File: config.mk
export PLATFORM = sky130hd
export DESIGN_NAME = regfile_wb_arbiter
export DESIGN_NICKNAME = d
export VERILOG_FILES = /design/src/rtl/regfile_wb_arbiter_pkg.sv /design/src/rtl/regfile_wb_arbiter_scoreboard.sv /design/src/rtl/regfile_wb_arbiter.sv
export SDC_FILE = /design/constraint.sdc
export NUM_CORES = 1
export LEC_CHECK = 0
export BUFFER_PORTS_ARGS = -buffer_cell sky130_fd_sc_hd__buf_2
export CAP_MARGIN = 25
export CORE_ASPECT_RATIO = 1.5
export CORE_MARGIN = 5
export CORE_UTILIZATION = 46
export CTS_CLUSTER_DIAMETER = 100
export CTS_CLUSTER_SIZE = 40
export DETAILED_ROUTE_END_ITERATION = 10
export PLACE_DENSITY = 0.81
export SYNTH_ARGS = -nofsm -noshare
export SYNTH_HDL_FRONTEND = slang
export SYNTH_SLANG_ARGS = --single-unit
File: constraint.sdc
create_clock -name clk -period 2.4 [get_ports clk]
set_clock_uncertainty 0.15 [all_clocks]
set_input_delay 0.36 -clock clk [delete_from_list [all_inputs] [get_ports clk]]
set_output_delay 0.36 -clock clk [all_outputs]
set_load 0.02 [all_outputs]
File: src/rtl/regfile_wb_arbiter_pkg.sv
// regfile_wb_arbiter_pkg: shared widths and requester encoding for the writeback path
package regfile_wb_arbiter_pkg;
  localparam int REG_AW = 5;
  localparam int DATA_W = 32;
  localparam int NUM_REGS = 1 << REG_AW;
  typedef enum logic {REQ_ALU = 1'b0, REQ_LSU = 1'b1} req_id_e;
endpackage

File: src/rtl/regfile_wb_arbiter_scoreboard.sv
// wb_scoreboard: per-register pending-write flags, set on issue and cleared on writeback
module wb_scoreboard
  import regfile_wb_arbiter_pkg::*;
(
  input  logic                clk,
  input  logic                rst,
  input  logic                set_en,
  input  logic [REG_AW-1:0]   set_idx,
  input  logic                clr_en,
  input  logic [REG_AW-1:0]   clr_idx,
  output logic [NUM_REGS-1:0] busy
);
  logic [NUM_REGS-1:0] busy_q, busy_d, set_mask, clr_mask;
  // set is applied after clear so a same-edge issue keeps the register pending; r0 never pends
  always_comb begin
    set_mask = set_en ? NUM_REGS'(1) << set_idx : '0;
    clr_mask = clr_en ? NUM_REGS'(1) << clr_idx : '0;
    busy_d = ((busy_q & ~clr_mask) | set_mask) & ~NUM_REGS'(1);
  end
  // flag register
  always_ff @(posedge clk)
    if (rst) busy_q <= '0;
    else busy_q <= busy_d;
  assign busy = busy_q;
endmodule

File: src/rtl/regfile_wb_arbiter.sv
// regfile_wb_arbiter: round-robin ALU/LSU writeback arbiter with registered write port and scoreboard
module regfile_wb_arbiter
  import regfile_wb_arbiter_pkg::*;
(
  input  logic                clk,
  input  logic                rst,
  input  logic                alu_valid,
  output logic                alu_ready,
  input  logic [REG_AW-1:0]   alu_rd,
  input  logic [DATA_W-1:0]   alu_data,
  input  logic                lsu_valid,
  output logic                lsu_ready,
  input  logic [REG_AW-1:0]   lsu_rd,
  input  logic [DATA_W-1:0]   lsu_data,
  input  logic                issue_valid,
  input  logic [REG_AW-1:0]   issue_rd,
  output logic                RegWrite,
  output logic [REG_AW-1:0]   WriteAddr,
  output logic [DATA_W-1:0]   WriteData,
  output logic [NUM_REGS-1:0] busy
);
  req_id_e             last_grant_q, last_grant_d, winner;
  logic                reg_write_q, reg_write_d;
  logic [REG_AW-1:0]   waddr_q, waddr_d, acc_rd;
  logic [DATA_W-1:0]   wdata_q, wdata_d, acc_data;
  logic                contended, accept;
  // pick a winner from the valids alone; ready never depends on the write port
  always_comb begin
    contended = alu_valid & lsu_valid;
    winner = contended ? (last_grant_q == REQ_LSU ? REQ_ALU : REQ_LSU)
                       : (alu_valid ? REQ_ALU : REQ_LSU);
    accept = ~rst & (alu_valid | lsu_valid);
    alu_ready = accept & (winner == REQ_ALU);
    lsu_ready = accept & (winner == REQ_LSU);
    acc_rd = winner == REQ_ALU ? alu_rd : lsu_rd;
    acc_data = winner == REQ_ALU ? alu_data : lsu_data;
  end
  // next write-port contents; r0 writes are accepted but discarded, address/data then hold
  always_comb begin
    reg_write_d = accept & (acc_rd != '0);
    waddr_d = reg_write_d ? acc_rd : waddr_q;
    wdata_d = reg_write_d ? acc_data : wdata_q;
    last_grant_d = (accept & contended) ? winner : last_grant_q;
  end
  // write port and round-robin pointer; reset leaves LSU as last winner so ALU wins first
  always_ff @(posedge clk)
    if (rst) begin
      reg_write_q <= 1'b0;
      waddr_q <= '0;
      wdata_q <= '0;
      last_grant_q <= REQ_LSU;
    end else begin
      reg_write_q <= reg_write_d;
      waddr_q <= waddr_d;
      wdata_q <= wdata_d;
      last_grant_q <= last_grant_d;
    end
  wb_scoreboard u_sb (
    .clk(clk),
    .rst(rst),
    .set_en(issue_valid),
    .set_idx(issue_rd),
    .clr_en(accept),
    .clr_idx(acc_rd),
    .busy(busy)
  );
  assign RegWrite = reg_write_q;
  assign WriteAddr = waddr_q;
  assign WriteData = wdata_q;
endmodule

After elaboration in Yosys (flattened, before gate mapping):

Cells that the tools add are included.

* register bits after elaboration: 71
* input port bits: 84

* shift-type cells: 2
* muxes and demuxes: 7
* bitwise gates (word level): 12
* reduce and logical (&&, ||, !) cells: 1

Operators by type and width (count)
* $mux 32: 3
* $shl 1x5->32 const A: 2
* $and 32x32->32: 1
* $not 32->32: 1
* $or 32x32->32: 1
* $and 1x1->1: 6
* $mux 5: 1
* $reduce_bool 5->1: 1
* $mux 1: 3
* $not 1->1: 2
* $or 1x1->1: 1

Depth between registers and ports, before layout:

* depth after elaboration: 8
* depth in mapped cells: 8

Modules after synthesis:

From an unflattened synthesis, not the netlist that was laid out.

* cell total of the unflattened synthesis: 334
* area total of the unflattened synthesis: 3290.7 um^2

By module, submodules not included
* regfile_wb_arbiter: instances 1, cells each 190, area an instance 1963.1 um^2, seq. area each 780.7 um^2
* wb_scoreboard: instances 1, cells each 144, area an instance 1327.5 um^2, seq. area each 620.6 um^2

Worst setup path after synthesis:

Ideal clock, no wire load.

* kind: input to register
* start point: input rst
* end point: register wdata_q[31] (netlist: WriteData[31])
* arrival: 1.629 ns
* slack: 0.483 ns
* stages on the path: 6
* buffers on the path: 2
* cell sequence: clkbuf_1 inv_1 o21ai_0 o32ai_4 clkbuf_1 a211oi_2

* cells in the longest elaborated chain, start to end: 3

Ends and longest elaborated chain
* from (decl): RTL line regfile_wb_arbiter.sv:6 `input logic rst,`
* $not 1->1: RTL line regfile_wb_arbiter.sv:32 `accept = ~rst & (alu_valid | lsu_valid);`
* $and 1x1->1: RTL line regfile_wb_arbiter.sv:32
* $and 1x1->1: RTL line regfile_wb_arbiter.sv:40 `reg_write_d = accept & (acc_rd != '0);`
* to (signal assigned): RTL line regfile_wb_arbiter.sv:55 `wdata_q <= wdata_d;`
* to (decl): RTL line regfile_wb_arbiter.sv:25 `logic [DATA_W-1:0] wdata_q, wdata_d, acc_data;`

Parallel ways exist; a longest one is shown, timed or not.
A chain may end at the register's enable or synchronous reset.

Worst setup path in the final report:

* start point: register last_grant_q
* end point: register u_sb.busy_q[4] (netlist: u_sb.busy[4])

* cells in the longest elaborated chain, start to end: 8

Ends and longest elaborated chain
* from (decl): RTL line regfile_wb_arbiter.sv:22 `req_id_e last_grant_q, last_grant_d, winner;`
* from (signal assigned): RTL line regfile_wb_arbiter.sv:56 `last_grant_q <= last_grant_d;`
* $mux 1 (2 in series): RTL line regfile_wb_arbiter.sv:30 `winner = contended ? (last_grant_q == REQ_LSU ? REQ_ALU : REQ_LSU)`
* $mux 5: RTL line regfile_wb_arbiter.sv:35 `acc_rd = winner == REQ_ALU ? alu_rd : lsu_rd;`
* $shl 1x5->32: RTL line regfile_wb_arbiter_scoreboard.sv:17 `clr_mask = clr_en ? NUM_REGS'(1) << clr_idx : '0;`
* $mux 32: RTL line regfile_wb_arbiter_scoreboard.sv:17
* $not 32->32: RTL line regfile_wb_arbiter_scoreboard.sv:18 `busy_d = ((busy_q & ~clr_mask) | set_mask) & ~NUM_REGS'(1);`
* $and 32x32->32: RTL line regfile_wb_arbiter_scoreboard.sv:18
* $or 32x32->32: RTL line regfile_wb_arbiter_scoreboard.sv:18
* to (signal assigned): RTL line regfile_wb_arbiter_scoreboard.sv:23 `else busy_q <= busy_d;`
* to (decl): RTL line regfile_wb_arbiter_scoreboard.sv:13 `logic [NUM_REGS-1:0] busy_q, busy_d, set_mask, clr_mask;`

Every way passes these cells.

==> reports/summary.log <==
INFO  critical_path  cp.buffers_inverters=1
INFO  die            horizontal_extent_of_the_die=78.9um
INFO  yosys          netlist_instances=387
INFO  min_path       worstHoldPathType=input port to flip-flop
INFO  sta            final_hold_viol_count=0
INFO  yosys          synth.distinct_cells=32
INFO  grt            number_of_antenna_violations_at_the_first_check_in_global_routing=0
INFO  yosys          synthesis_stage_register_bit_count=70
INFO  power_and_ir_drop clockPowerShare=36.0%
INFO  clock_tree     postCtsSetupRepairBufs=0
INFO  sta            holdWs=0.152ns
INFO  critical_path  cp_num_cells=6
INFO  critical_path  arrival=2.12ns
INFO  critical_path  rr_startpoint=last_grant_q
INFO  clock_tree     cts_max_level=3
INFO  yosys          synth.yosys.seq_area_share=42.8%
INFO  sta            rsz0062_at_grt=no
INFO  cells_and_area antenna-diode-count=0
INFO  grt            grt_pass1_wl=15700um
INFO  cells_and_area layout-drive-gt1-share=35.3%
INFO  die            initial_core_utilization=47.4%
INFO  clock_tree     clock_path_buffers=2
INFO  routing        drt_drc_violations_left=0
INFO  critical_path  timing.critical_path.max_delay_family=compound AO/OA/AOI/OAI gates
INFO  min_path       min-delay-start=lsu_data[30]
INFO  clock_tree     postCtsHoldBufs=0
INFO  routing        drt_first_iter_violations=248
INFO  clock_tree     post_cts_resized=0
INFO  yosys          area_of_the_mapped_netlist=3270um^2
INFO  critical_path  timing.critical_path.fanout_max=15
INFO  die            rows=37
INFO  routing        route.final.wire_length=9700um
INFO  clock_tree     tritoncts_num_sinks=70
INFO  critical_path  worst-endpoint-required=2.47ns
INFO  cells_and_area area_growth_from_synthesis_to_layout=31.0%
INFO  power_and_ir_drop reported_leakage_power=1.94nW
INFO  critical_path  critical_path.startpoint=last_grant_q
INFO  sta            post_route_setup_tns=0ns
INFO  critical_path  largest_stage_delay_on_the_critical_path=0.54ns
INFO  grt            overflow=0
INFO  critical_path  critical-path-slowest-cell=sky130_fd_sc_hd__a2111oi_0
INFO  cells_and_area most_common_cell_after_layout_fill_and_taps_aside=sky130_fd_sc_hd__buf_2
INFO  sta            slew_at_the_pin_closest_to_its_max_slew_limit=0.644ns
INFO  power_and_ir_drop portion_of_total_power_attributed_to_sequential_cells=44.6%
INFO  sta            period_share=85.6%
INFO  die            boundaryPins=156
INFO  power_and_ir_drop power_switching=0.828mW
INFO  yosys          synth-warning-count=0
INFO  die            fp.dieH=113um
INFO  routing        antenna_violating_nets_post_route=0
INFO  clock_tree     cts.reportedPaths.clkPinSlew=0.08ns
INFO  critical_path  setup.worst_path.class=flip-flop to flip-flop
INFO  power_and_ir_drop power.share.combinational=19.5%
INFO  sta            slew_viol_final=0
INFO  clock_tree     cts_made_buffers=9
INFO  die            design.die.area=8930um^2
INFO  outcome        status=finished clean
INFO  grt            grt_use_total=21.8%
INFO  grt            via_count_of_the_first_global_routing_pass=3295
INFO  place          place.port_buffers=154
INFO  yosys          synthesis.nets=471
INFO  power_and_ir_drop internal_power=2.03mW
INFO  yosys          avg_synthesized_cell_area=8.45um^2
INFO  routing        avgViaCountPerCell=5.53
INFO  place          placement.setup.worst_slack=0.129ns
INFO  critical_path  ff2ff_path_depth=6
INFO  sta            fin_ws=0.345ns
INFO  critical_path  critPathLaunchType=flip-flop
INFO  critical_path  worstPathCellList=nand2b_1 -> buf_4 -> a2111oi_0 -> a31oi_1 -> o21ai_0 -> a21oi_1
INFO  routing        detail_route.first_pass.iterations=4
INFO  critical_path  critical_path.endpoint_type=flip-flop
INFO  sta            timing.max_slew.rel_slack=57.0%
INFO  power_and_ir_drop power_density=666nW/um^2
INFO  power_and_ir_drop vdd_ir_drop_max=0.000408V
INFO  routing        wl_per_cell=15.8um
INFO  power_and_ir_drop switching_share=29.0%
INFO  place          globalplace.congestion=0.896
INFO  clock_tree     clockRootBuffer=sky130_fd_sc_hd__clkbuf_8
INFO  sta            period_needed=2.05ns
INFO  clock_tree     worst_skew_pair.late_latency=0.35ns
INFO  flow_run       drv.max_cap_violation_count=0
INFO  routing        dr_total_vias=3387
INFO  cells_and_area final_cell_mix=sky130_fd_sc_hd__buf_2, sky130_fd_sc_hd__dfxtp_1, sky130_fd_sc_hd__a21oi_1, sky130_fd_sc_hd__o21ai_0, sky130_fd_sc_hd__mux2i_1
INFO  clock_tree     tritoncts=done
INFO  sta            setup_failing_eps_final=0
INFO  die            core_region_area=6900um^2
INFO  sta            fmax=0.487GHz
INFO  min_path       min_path_cells=3
INFO  power_and_ir_drop power=2.85mW
INFO  grt            grt_max_degree=55
INFO  cells_and_area fin_nets=614
INFO  place          dp_hpwl=7490um
[logic make-up after synthesis]
kind of cell    synth area share (%)
simple gates                    11.5
compound gates                  29.8
other cells                    0.115
buf+inv                         4.74
flops                           42.8
mux                             11.0
[power by group through the flow]
stage                     Combinational (mW)  Clock (mW)  Sequential, mW
after floorplan                        0.258           0            1.38
after global placement                 0.540           0            1.29
after detailed placement               0.557           0            1.30
after CTS                              0.558        1.04            1.27
after global routing                   0.610        1.08            1.28
final                                  0.556        1.03            1.27
[cell type report]
class / instances / area (um^2)
Clock buffer: 10 / 128
Timing Repair Buffer: 164 / 846
Clock inverter: 6 / 86.3
Inverter: 3 / 11.3
Tap cell: 78 / 97.6
Sequential cell: 70 / 1400
Multi-Input combinational cell: 282 / 1720
Fill cell: 594 / 2610
[state kept, by name, summed over array words and instances (netlist names)]
| name | flops |
|---|---|
| WriteData | 32 |
| WriteAddr | 5 |
| RegWrite | 1 |
| u_sb.busy | 31 |
| last_grant_q | 1 |
[synth_stat cells]
library cell	count	share of area, %
sky130_fd_sc_hd__dfxtp_1	70	43
sky130_fd_sc_hd__a21oi_1	60	9.2
sky130_fd_sc_hd__o21ai_0	53	8.1
sky130_fd_sc_hd__mux2i_1	36	11
sky130_fd_sc_hd__nand2_1	33	3.8
sky130_fd_sc_hd__nor2_1	18	2.1
sky130_fd_sc_hd__a31oi_1	15	2.9
sky130_fd_sc_hd__clkbuf_1	15	1.7
sky130_fd_sc_hd__a211oi_1	12	2.8
sky130_fd_sc_hd__buf_2	10	1.5
sky130_fd_sc_hd__nand2b_1	8	1.5
sky130_fd_sc_hd__o21ai_1	8	1.2
sky130_fd_sc_hd__nor2b_1	7	1.3
sky130_fd_sc_hd__a2111oi_0	6	1.6
sky130_fd_sc_hd__a211oi_2	5	1.9
sky130_fd_sc_hd__and2_1	4	0.76
sky130_fd_sc_hd__buf_1	4	0.46
sky130_fd_sc_hd__nand4_1	4	0.76
sky130_fd_sc_hd__buf_4	3	0.69
sky130_fd_sc_hd__inv_1	3	0.34
sky130_fd_sc_hd__nor3_1	2	0.31
sky130_fd_sc_hd__a21boi_1	1	0.23
sky130_fd_sc_hd__a21oi_2	1	0.27
sky130_fd_sc_hd__a2bb2oi_1	1	0.27
sky130_fd_sc_hd__a32oi_1	1	0.27
sky130_fd_sc_hd__and3_1	1	0.19
sky130_fd_sc_hd__and4_4	1	0.34
sky130_fd_sc_hd__conb_1	1	0.11
sky130_fd_sc_hd__o311ai_0	1	0.27
sky130_fd_sc_hd__o32ai_4	1	0.84
sky130_fd_sc_hd__or2_2	1	0.19
sky130_fd_sc_hd__or4_1	1	0.23
[final timing paths]
path                   end  slack (ns)
max           u_sb.busy[4]        0.35
min          WriteData[30]        0.15
max reg2reg   u_sb.busy[4]        0.35
min reg2reg  u_sb.busy[24]        0.33
[tightest hold or removal path, cell delays in order]
cell and delay, ns:
sky130_fd_sc_hd__buf_2 0.07, sky130_fd_sc_hd__mux2i_1 0.05, sky130_fd_sc_hd__a21oi_1 0.13
[layer usage]
metal / GRT usage [%] / part of all wire, % / up-vias
met5: 0 / 0 / -
met4: 7.80 / 1.7 / 0
met3: 6.13 / 9.5 / 15
met2: 36.5 / 49 / 160
met1: 26.8 / 39 / 1518
li1: - / - / 1694
[metrics by stage]
| stage | std cells | util (%) | cell area, um^2 |
|---|---|---|---|
| 3_5_place_dp | 597 | 59.0 | 4070 |
| 2_1_floorplan | 387 | - | 3270 |
| 4_1_cts | 613 | 62.1 | 4290 |
| 3_3_place_gp | 597 | 59.0 | 4070 |
| 6_report | 613 | 62.1 | 4290 |
| 5_1_grt | 613 | 62.1 | 4290 |
(Power assumes the default switching activity.)
